==> config.mk <==
export PLATFORM = sky130hd
export DESIGN_NAME = emmc_pattern_tester_flat
export DESIGN_NICKNAME = d
export VERILOG_FILES = /design/src/rtl/emmc_pattern_tester_pkg.sv /design/src/rtl/emmc_pattern_tester_if.sv /design/src/rtl/emmc_pattern_tester_gen.sv /design/src/rtl/emmc_pattern_tester.sv /design/src/flat_wrapper.sv
export SDC_FILE = /design/constraint.sdc
export NUM_CORES = 1
export LEC_CHECK = 0
export ABC_AREA = 1
export BUFFER_PORTS_ARGS = -buffer_cell sky130_fd_sc_hd__clkbuf_2
export CAP_MARGIN = 20
export CORE_UTILIZATION = 54
export CTS_CLUSTER_DIAMETER = 60
export DETAILED_ROUTE_END_ITERATION = 10
export GPL_TIMING_DRIVEN = 0
export PLACE_DENSITY = 0.77
export RECOVER_POWER = 50
export SLEW_MARGIN = 20
export SYNTH_ARGS = -nofsm -noshare
export SYNTH_HDL_FRONTEND = slang
export SYNTH_SLANG_ARGS = --single-unit
==> constraint.sdc <==
create_clock -name clk_core -period 4.07 [get_ports clk_core]
set_clock_uncertainty 0.2 [all_clocks]
set_input_delay 0.814 -clock clk_core [delete_from_list [all_inputs] [get_ports clk_core]]
set_output_delay 0.814 -clock clk_core [all_outputs]
set_load 0.005 [all_outputs]
==> src/rtl/emmc_pattern_tester_pkg.sv <==
// emmc_tester_p: shared types and constants for the eMMC pattern tester
package emmc_tester_p;
  typedef enum logic [1:0] {PAT_CHECKER, PAT_INCR, PAT_LFSR} pat_e;
  typedef enum logic [2:0] {S_IDLE, S_WAIT_RDY, S_WRITE, S_READ, S_NEXT, S_DONE, S_FAULT} state_e;
  localparam logic [7:0] LFSR_POLY = 8'hB8;
  localparam logic [7:0] CHK_A = 8'h55;
  localparam logic [7:0] CHK_B = 8'hAA;
  function automatic logic [7:0] lfsr_next(input logic [7:0] x);
    return x[0] ? (x >> 1) ^ LFSR_POLY : x >> 1;
  endfunction
endpackage

==> src/rtl/emmc_pattern_tester_if.sv <==
// emmc_pattern_tester_if: host-side transfer bus between the tester and emmc_sm
interface emmc_pattern_tester_if #(
  parameter int BLK_CNT = 2,
  parameter int IDX_W   = 32
) ();
  localparam int CNT_W = $clog2(BLK_CNT + 1);
  logic             ready;
  logic             dvalid;
  logic [7:0]       rdat;
  logic [7:0]       wdat;
  logic             start;
  logic             we;
  logic [CNT_W-1:0] blk_cnt;
  logic [IDX_W-1:0] blk_idx;
  modport master (input ready, dvalid, rdat, output wdat, start, we, blk_cnt, blk_idx);
  modport slave (output ready, dvalid, rdat, input wdat, start, we, blk_cnt, blk_idx);
endinterface

==> src/rtl/emmc_pattern_tester_gen.sv <==
// emmc_pattern_gen: per-beat pattern byte; checkerboard, incrementing or per-block reseeded LFSR
module emmc_pattern_gen
  import emmc_tester_p::*;
#(
  parameter int OFF_W = 9
) (
  input  logic             clk_core,
  input  logic             rst_tk,
  input  logic [1:0]       mode_i,
  input  logic [7:0]       seed_i,
  input  logic [7:0]       blk_i,
  input  logic [OFF_W-1:0] off_i,
  input  logic             reseed_i,
  input  logic             step_i,
  output logic [7:0]       dat_o
);
  logic [7:0] lfsr_q, s0, cur, off8;
  always_comb begin
    off8 = 8'(off_i);
    s0 = (seed_i ^ blk_i) == 8'h00 ? 8'h01 : seed_i ^ blk_i;
    // offset 0 always takes the block seed, so every block restarts the sequence
    cur = off_i == '0 ? s0 : lfsr_q;
    dat_o = mode_i == PAT_INCR ? off8 + blk_i + seed_i :
            mode_i == PAT_LFSR ? cur :
            ((off_i[0] ^ blk_i[0]) ? CHK_B : CHK_A) ^ seed_i;
  end
  always_ff @(posedge clk_core or posedge rst_tk)
    if (rst_tk) lfsr_q <= '0;
    else lfsr_q <= reseed_i ? s0 : step_i ? lfsr_next(cur) : lfsr_q;
endmodule

==> src/rtl/emmc_pattern_tester.sv <==
// emmc_pattern_tester: writes a pattern to block groups, reads them back and checks every byte
module emmc_pattern_tester
  import emmc_tester_p::*;
#(
  parameter int BLK_CNT    = 2,
  parameter int BLK_BYTES  = 512,
  parameter int TOTAL_BLKS = 1562500,
  parameter int IDX_W      = 32,
  parameter int ERR_W      = 16,
  localparam int OFF_W = $clog2(BLK_BYTES),
  localparam int CNT_W = $clog2(BLK_CNT + 1),
  localparam int BC_W  = $clog2(BLK_CNT * BLK_BYTES)
) (
  input  logic                 clk_core,
  input  logic                 rst_tk,
  emmc_pattern_tester_if.master bus,
  input  logic                 run_i,
  input  logic                 stop_i,
  input  logic [1:0]           mode_i,
  input  logic [7:0]           seed_i,
  output logic                 busy_o,
  output logic                 done_o,
  output logic                 fault_o,
  output logic                 err_o,
  output logic [ERR_W-1:0]     err_cnt_o,
  output logic [IDX_W-1:0]     first_err_blk_o,
  output logic [OFF_W-1:0]     first_err_off_o
);
  localparam logic [IDX_W-1:0] TOTAL = IDX_W'(TOTAL_BLKS);
  state_e state_q, state_d;
  logic [1:0] mode_q, mode_d;
  logic [7:0] seed_q, seed_d, pat;
  logic stop_q, stop_d, err_q, err_d;
  logic we_q, start_q, busy_q, done_q, fault_q;
  logic [IDX_W-1:0] idx_q, idx_d, feb_q, feb_d, blk, rem;
  logic [CNT_W-1:0] cnt_q, cnt_d;
  logic [BC_W-1:0] bc_q, bc_d;
  logic [OFF_W-1:0] feo_q, feo_d, off;
  logic [ERR_W-1:0] ecnt_q, ecnt_d;
  logic [CNT_W+OFF_W-1:0] beats;
  logic last, beat, reseed;
  assign beats = {cnt_q, {OFF_W{1'b0}}};
  assign last = bc_q == BC_W'(beats - 1'b1);
  assign blk = idx_q + IDX_W'(bc_q >> OFF_W);
  assign off = bc_q[OFF_W-1:0];
  assign beat = bus.dvalid && (state_q == S_WRITE || state_q == S_READ);
  always_comb begin
    state_d = state_q;
    mode_d = mode_q;
    seed_d = seed_q;
    idx_d = idx_q;
    bc_d = bc_q;
    err_d = err_q;
    ecnt_d = ecnt_q;
    feb_d = feb_q;
    feo_d = feo_q;
    case (state_q)
      S_IDLE: if (run_i) begin
        state_d = S_WAIT_RDY;
        mode_d = mode_i;
        seed_d = seed_i;
        idx_d = '0;
        err_d = 1'b0;
        ecnt_d = '0;
        feb_d = '0;
        feo_d = '0;
      end
      S_WAIT_RDY: if (bus.ready) state_d = S_WRITE;
      S_WRITE: if (!bus.ready) state_d = S_FAULT;
        else if (beat) begin
          bc_d = last ? '0 : bc_q + 1'b1;
          state_d = last ? S_READ : S_WRITE;
        end
      S_READ: if (!bus.ready) state_d = S_FAULT;
        else if (beat) begin
          bc_d = last ? '0 : bc_q + 1'b1;
          state_d = last ? S_NEXT : S_READ;
          if (bus.rdat != pat) begin
            ecnt_d = &ecnt_q ? ecnt_q : ecnt_q + 1'b1;
            err_d = 1'b1;
            feb_d = err_q ? feb_q : blk;
            feo_d = err_q ? feo_q : off;
          end
        end
      S_NEXT: if (!bus.ready) state_d = S_FAULT;
        else begin
          idx_d = idx_q + IDX_W'(cnt_q);
          state_d = (idx_d >= TOTAL || stop_q || stop_i) ? S_DONE : S_WRITE;
        end
      S_DONE: if (!run_i) state_d = S_IDLE;
      default: state_d = state_q;
    endcase
    stop_d = state_q == S_IDLE ? 1'b0 : stop_q | (stop_i & busy_q);
    rem = TOTAL - idx_d;
    cnt_d = (state_d == S_WRITE && state_q != S_WRITE) ?
            (rem < IDX_W'(BLK_CNT) ? CNT_W'(rem) : CNT_W'(BLK_CNT)) : cnt_q;
    reseed = state_d != state_q && (state_d == S_WRITE || state_d == S_READ);
  end
  // status flags are registered from the next state so they line up with state_q
  always_ff @(posedge clk_core or posedge rst_tk)
    if (rst_tk) begin
      state_q <= S_IDLE;
      mode_q <= '0;
      seed_q <= '0;
      stop_q <= 1'b0;
      idx_q <= '0;
      cnt_q <= '0;
      bc_q <= '0;
      err_q <= 1'b0;
      ecnt_q <= '0;
      feb_q <= '0;
      feo_q <= '0;
      we_q <= 1'b0;
      start_q <= 1'b0;
      busy_q <= 1'b0;
      done_q <= 1'b0;
      fault_q <= 1'b0;
    end else begin
      state_q <= state_d;
      mode_q <= mode_d;
      seed_q <= seed_d;
      stop_q <= stop_d;
      idx_q <= idx_d;
      cnt_q <= cnt_d;
      bc_q <= bc_d;
      err_q <= err_d;
      ecnt_q <= ecnt_d;
      feb_q <= feb_d;
      feo_q <= feo_d;
      we_q <= state_d == S_WRITE;
      start_q <= state_d inside {S_WRITE, S_READ};
      busy_q <= state_d inside {S_WAIT_RDY, S_WRITE, S_READ, S_NEXT};
      done_q <= state_d == S_DONE;
      fault_q <= state_d == S_FAULT;
    end
  emmc_pattern_gen #(.OFF_W(OFF_W)) u_gen (
    .clk_core(clk_core),
    .rst_tk(rst_tk),
    .mode_i(mode_q),
    .seed_i(seed_q),
    .blk_i(blk[7:0]),
    .off_i(off),
    .reseed_i(reseed),
    .step_i(beat),
    .dat_o(pat)
  );
  assign bus.wdat = we_q ? pat : 8'h00;
  assign bus.we = we_q;
  assign bus.start = start_q;
  assign bus.blk_cnt = cnt_q;
  assign bus.blk_idx = idx_q;
  assign busy_o = busy_q;
  assign done_o = done_q;
  assign fault_o = fault_q;
  assign err_o = err_q;
  assign err_cnt_o = ecnt_q;
  assign first_err_blk_o = feb_q;
  assign first_err_off_o = feo_q;
endmodule

==> src/flat_wrapper.sv <==
// flat-port wrapper written by rule: the top's interface ports become plain ports
module emmc_pattern_tester_flat import emmc_tester_p::*;
#(
  parameter int BLK_CNT    = 2,
  parameter int BLK_BYTES  = 512,
  parameter int TOTAL_BLKS = 1562500,
  parameter int IDX_W      = 32,
  parameter int ERR_W      = 16,
  localparam int OFF_W = $clog2(BLK_BYTES),
  localparam int CNT_W = $clog2(BLK_CNT + 1),
  localparam int BC_W  = $clog2(BLK_CNT * BLK_BYTES)
)
  (clk_core, rst_tk, run_i, stop_i, mode_i, seed_i, busy_o, done_o, fault_o, err_o, err_cnt_o, first_err_blk_o, first_err_off_o, bus_ready, bus_dvalid, bus_rdat, bus_wdat, bus_start, bus_we, bus_blk_cnt, bus_blk_idx);
  emmc_pattern_tester_if #(.BLK_CNT(BLK_CNT), .IDX_W(IDX_W)) bus_i ();
  input  logic clk_core;
  input  logic rst_tk;
  input  logic run_i;
  input  logic stop_i;
  input  logic [1:0] mode_i;
  input  logic [7:0] seed_i;
  output logic busy_o;
  output logic done_o;
  output logic fault_o;
  output logic err_o;
  output logic [ERR_W-1:0] err_cnt_o;
  output logic [IDX_W-1:0] first_err_blk_o;
  output logic [OFF_W-1:0] first_err_off_o;
  input wire logic [$bits(bus_i.ready)-1:0] bus_ready;
  input wire logic [$bits(bus_i.dvalid)-1:0] bus_dvalid;
  input wire logic [$bits(bus_i.rdat)-1:0] bus_rdat;
  output wire logic [$bits(bus_i.wdat)-1:0] bus_wdat;
  output wire logic [$bits(bus_i.start)-1:0] bus_start;
  output wire logic [$bits(bus_i.we)-1:0] bus_we;
  output wire logic [$bits(bus_i.blk_cnt)-1:0] bus_blk_cnt;
  output wire logic [$bits(bus_i.blk_idx)-1:0] bus_blk_idx;
  assign bus_i.ready = bus_ready;
  assign bus_i.dvalid = bus_dvalid;
  assign bus_i.rdat = bus_rdat;
  assign bus_wdat = bus_i.wdat;
  assign bus_start = bus_i.start;
  assign bus_we = bus_i.we;
  assign bus_blk_cnt = bus_i.blk_cnt;
  assign bus_blk_idx = bus_i.blk_idx;
  emmc_pattern_tester #(.BLK_CNT(BLK_CNT), .BLK_BYTES(BLK_BYTES), .TOTAL_BLKS(TOTAL_BLKS), .IDX_W(IDX_W), .ERR_W(ERR_W)) u_core (.clk_core(clk_core), .rst_tk(rst_tk), .bus(bus_i), .run_i(run_i), .stop_i(stop_i), .mode_i(mode_i), .seed_i(seed_i), .busy_o(busy_o), .done_o(done_o), .fault_o(fault_o), .err_o(err_o), .err_cnt_o(err_cnt_o), .first_err_blk_o(first_err_blk_o), .first_err_off_o(first_err_off_o));
endmodule
Word-level counts from Yosys, hierarchy flattened. Index checks and enable logic that the tools add are counted.

Register bits after elaboration: 129. Output and inout port bits: 105. Word-level logic and storage cells: 127.

Add/subtract/negate cells: 8. Order comparisons: 2. Equal/unequal tests: 23. Mux-type cells: 50. Bitwise logic cells: 6. Reduce and logical (&&, ||, !) cells: 21.

Operator list (count): $mux 32 (7); $pmux 32 s2 (2); $mux 16 (5); $mux 8 (9); $mux 9 (5); $add 32x1->32 (1); $add 32x2->32 (1); $ge 32x21->1 const B (1); $lt 32x2->1 const B (1); $pmux 16 s2 (1); $sub 21x32->32 const A (1); $mux 3 (10); $pmux 3 s6 (1); $pmux 9 s2 (1); $add 16x1->16 const B (1); $add 8x8->8 (2); $reduce_and 16->1 (1); $xor 8x8->8 (2); $eq 3x3->1 const B (5); $eq 3x2->1 const B (4); $ne 2x2->1 const B (6); $reduce_and 6->1 (2); $add 10x1->10 const B (1); $eq 10x10->1 (1); other kinds (26) (39).

Longest topological paths before layout.
Depth in word-level cells: 12. Depth in mapped cells: 28. Gate-level depth less buffers: 27.

By module. From an unflattened synthesis, not the netlist that was laid out.

Cell total of the unflattened synthesis: 1544. Area, all modules: 10527.6 sq um.

Modules (own cells, without submodules): emmc_pattern_tester (instances 1, cells an instance 1345, area an instance 9147.5 sq um, sequential area each 3027.9 sq um); emmc_pattern_gen (instances 1, cells an instance 199, area an instance 1380.1 sq um, sequential area each 200.2 sq um).

Least setup slack after synthesis. No wires, ideal clock.

Path type: flip-flop to output port. From: register u_core.idx_q[0], in the netlist u_core.bus.blk_idx[0]. To: output bus_wdat[7]. Arrival: 3030 ps. Data required time: 3056 ps. Slack: 26 ps. Stages on the path, launching flop included: 21. Path buffers: 0. Path through: dfrtp_1 ha_1 ha_1 inv_1 fa_1 inv_1 ha_1 fa_1 nand2_1 inv_1 o21ai_0 nand2_1 nand2_1 inv_1 nor2_1 nor2_1 nor2_1 xor2_1 nand2_1 nand2_1 nor2_1.

Word-level cells in the longest chain between the ends: 8. Elaborated cells between the ends (all ways): 13. Classes of those cells: add/sub: 3; mux: 6; bitwise: 3; reduce/logical: 1.

RTL lines: from (decl) (line emmc_pattern_tester.sv:35) `logic [IDX_W-1:0] idx_q, idx_d, feb_q, feb_d, blk, rem;`; from (signal assigned) (line emmc_pattern_tester.sv:123) `idx_q <= idx_d;`; $add 32x1->32 * (line emmc_pattern_tester.sv:44) `assign blk = idx_q + IDX_W'(bc_q >> OFF_W);`; parallel branches: the longest is 5 deep, another holds $add 8x8->8; $mux 8 * (line emmc_pattern_tester_gen.sv:23) `dat_o = mode_i == PAT_INCR ? off8 + blk_i + seed_i :`; $mux 8 * (line emmc_pattern_tester.sv:147) `assign bus.wdat = we_q ? pat : 8'h00;`; to (decl) (line flat_wrapper.sv:31) `output wire logic [$bits(bus_i.wdat)-1:0] bus_wdat;`.

Mark *: on every way between the ends.

Final worst setup path. Same ends and word-level chain as after synthesis.

==> reports/metrics.cfg <==
[die]
die_area_sq_um = 20000
pin_count = 129
initial_utilization = 0.555
die_x_microns = 141
die_h_microns = 141
num_rows = 50
core_sq_um = 18900

[power_and_ir_drop]
switching_share = 0.488
seqPwrFrac = 0.222
power_uw = 9110
max-vdd-ir-drop_mv = 0.440
p_per_area_nw_per_um2 = 694
pwr-share-clk = 0.168
p_comb_frac = 0.610
p_int_uw = 4670
switchingPower_uw = 4450
power_leakage_uw = 0.00641

[global_route]
grt_pass1_wl_mm = 55.2
first_global_vias = 10600
grt_usage = 0.354
grt_overflow_total = 0
antenna_found_initial = 0
grt_max_degree = 33

[timing]
finalHoldViolCount = 0
fin_ws_ns = -0.565
period_needed_ns = 4.64
rsz0062_at_grt = true
slew_violations = 33
tightest_slew_ns = 1.85
max_slew_margin = -0.236
setup_viol = 65
finalCritPeriodShare = 1.14
fmax_ghz = 0.216

[finish]
nets = 1869
drive_gt1_frac = 0.228
finalInstanceArea_sq_um = 13100
area_delta_synth_final_pct = 25.3
n_antenna_cell = 0

[clocking]
clock_sinks = 129
clk_pin_slew_ns = 0.06
htree_levels = 4
cts_tree = built
clk_path_buf_depth = 2
cts-root-buf = clkbuf_16
clkLatencyLatePin_ns = 0.43
cts-hold-fix-buffers = 0
cts_buffers = 17

[synthesis]
yosysTopAreaCell = dfrtp_1
synth.distinct_cells = 50
synth_area_sq_um = 10500
yosys_warnings = 0
yosysTopAreaCellShare = 0.308
avgSynthCellArea_sq_um = 6.45
synth_cells = 1625
synth_area_leaders = dfrtp_1 31%, nand2_1 18%, nand3_1 9.7%
yosysSeqAreaShare = 0.308
ys_seq_elements = 129
synth_fp_nets = 1673

[setup_path]
r2r_end = u_core.first_err_blk_o[4]
critPathLaunchType = register
regToRegSetupSlack_ns = -0.30
r2r-start = u_core.bus.blk_idx[0]
crit_start = u_core.bus.blk_idx[0]
critPathKind = register to output port
worstPathRequired_ns = 3.06
crit_arrival_ns = 3.62
r2r_cells = 27
crit_path_end = bus_wdat[7]
worst_setup_path_end_kind = output port
worstPathMaxFanout = 2

[job]
drv_cap = 1

[place]
place_congestion = 0.951
dpl.hpwl_mm = 26.3
io_buffers = 128
dpl_cell_area_sq_um = 11600

[routing]
vias_per_cell = 5.73
totalWireLength_mm = 36.5
firstDrtPassIters = 6
via_count = 12000
ant_nets = 0
avgRoutedWirePerCell_microns = 17.5
drt-initial-drc-count = 1279
drc_errors = 0

[worst_hold_path]
hold_path_class = register to register

[run_status]
violations = capacitance limit, slew limit, setup timing
status = complete, but fails checks

## metal layers
layer  track usage  vias up  routed length [microns]
li1              -     5698                        -
met2         0.575      615                    16800
met4         0.130        0                     1270
met1         0.486     5582                    15600
met5             0        -                        0
met3        0.0425       92                     2860
## how the worst min path moves through the flow
stage                                from                          to  cells after the start
2_1_floorplan            u_core.mode_q[0]            u_core.mode_q[0]                      2
3_3_place_gp       u_core.u_gen.lfsr_q[7]      u_core.u_gen.lfsr_q[7]                      2
3_5_place_dp       u_core.u_gen.lfsr_q[1]      u_core.u_gen.lfsr_q[1]                      2
4_1_cts        u_core.first_err_blk_o[27]  u_core.first_err_blk_o[27]                      2
5_1_grt         u_core.first_err_off_o[2]   u_core.first_err_off_o[2]                      2
6_report       u_core.first_err_blk_o[27]  u_core.first_err_blk_o[27]                      2
## timing repair
action                                 CTS  global route
setup buffers                           13            23
cloned                                   8             2
setup endpoints to repair               66            76
resized for setup                       43           157
pin swaps                               43            75
endpoints found under the hold margin    0             0
## synth_stat cells, drive strengths merged
cell / instances
o21a: 1
mux2i: 1
buf: 23
and2: 3
a31o: 1
nand3b: 7
o21ai: 65
nor4: 8
a31oi: 4
clkbuf: 27
nand3: 208
nor3: 25
or2: 14
clkinv: 3
o31ai: 1
a221oi: 3
nand2: 511
inv: 197
o211ai: 2
a21oi: 38
nand4: 27
a22oi: 1
nor3b: 2
and3: 1
o2111ai: 43
dfrtp: 129
ha: 15
a311oi: 1
nor2: 207
o221ai: 1
a211oi: 1
xor2: 36
fa: 9
xnor2: 10
## layout make-up
cell class,count,area (sq um)
plain buffers,50,308
clock buffers,18,439
clock inverters,12,133
fillers,1619,5750
inverters,200,754
multi-input cells,1248,6900
flip-flops and latches,129,3230
well taps,260,325
repair buffers,175,1050
## sequential cells by signal (all words and copies together), names as in the netlist
| signal | count |
|---|---|
| u_core.bus.blk_cnt | 2 |
| u_core.bus.blk_idx | 32 |
| u_core.u_gen.lfsr_q | 8 |
| u_core.bus.we | 1 |
| u_core.stop_q | 1 |
| u_core.err_o | 1 |
| u_core.state_q | 3 |
| u_core.mode_q | 2 |
| u_core.fault_o | 1 |
| u_core.seed_q | 8 |
| u_core.done_o | 1 |
| u_core.busy_o | 1 |
| u_core.bc_q | 10 |
| u_core.bus.start | 1 |
| u_core.first_err_off_o | 9 |
| u_core.first_err_blk_o | 32 |
| u_core.err_cnt_o | 16 |
## cell families after synthesis
| family | count (synthesis) | synth area share |
|---|---|---|
| simple gates | 1013 | 0.421 |
| buf+inv | 250 | 0.0971 |
| fa+ha+maj | 24 | 0.0351 |
| mux | 1 | 0.000955 |
| compound gates | 162 | 0.0988 |
| xor+xnor | 46 | 0.0391 |
| flops | 129 | 0.308 |
## placed cells by master (no fill, tap or decap), drive strengths merged, types with 2 or more instances in the layout
| master | n |
|---|---|
| nand2 | 511 |
| nand3 | 209 |
| nor2 | 207 |
| inv | 199 |
| clkbuf | 174 |
| dfrtp | 129 |
| buf | 69 |
| o21ai | 65 |
| o2111ai | 43 |
| a21oi | 38 |
| xor2 | 36 |
| nand4 | 27 |
| nor3 | 25 |
| ha | 15 |
| or2 | 14 |
| xnor2 | 10 |
| fa | 9 |
| nor4 | 8 |
| nand3b | 8 |
| clkinv | 7 |
| a31oi | 4 |
| clkinvlp | 4 |
| and2 | 3 |
| a221oi | 3 |
| o211ai | 2 |
| nor3b | 2 |
| bufinv | 2 |
## critical path, cell delays in order (launching register included)
cell	delay, ns
dfrtp_2	0.45
ha_4	0.18
ha_4	0.29
inv_4	0.04
fa_1	0.49
inv_2	0.05
ha_4	0.16
fa_2	0.38
nand2_2	0.07
inv_2	0.04
o21ai_2	0.10
nand2_1	0.07
nand2_1	0.07
inv_2	0.04
nor2_1	0.10
nor2_1	0.05
nor2_1	0.11
xor2_1	0.16
nand2_1	0.09
nand2_1	0.08
nor2_1	0.04
clkbuf_2	0.11
## power by group through the flow
stage	Clock, uW	Combinational, uW	Sequential, uW
floorplan	0	3210	1910
global placement	0	4260	1990
detailed placement	0	4360	2000
CTS	1540	4680	1980
global route	1590	6080	2060
finish	1530	5560	2030
## through the flow
stage / hold slack (ns) / setup TNS, ns / cells / utilization / setup slack [ns]
after CTS: 0.299 / -10.28 / 2069 / 0.658 / -0.511
after global placement: 0.287 / -28.72 / 2013 / 0.606 / -0.515
after floorplan: 0.264 / 0 / 1625 / - / 0.0255
after detailed placement: 0.294 / -29.38 / 2018 / 0.612 / -0.531
after global routing: 0.325 / -27.48 / 2092 / 0.696 / -0.704
final: 0.305 / -16.21 / 2092 / 0.696 / -0.565
Power figures use the tool's default switching activity.
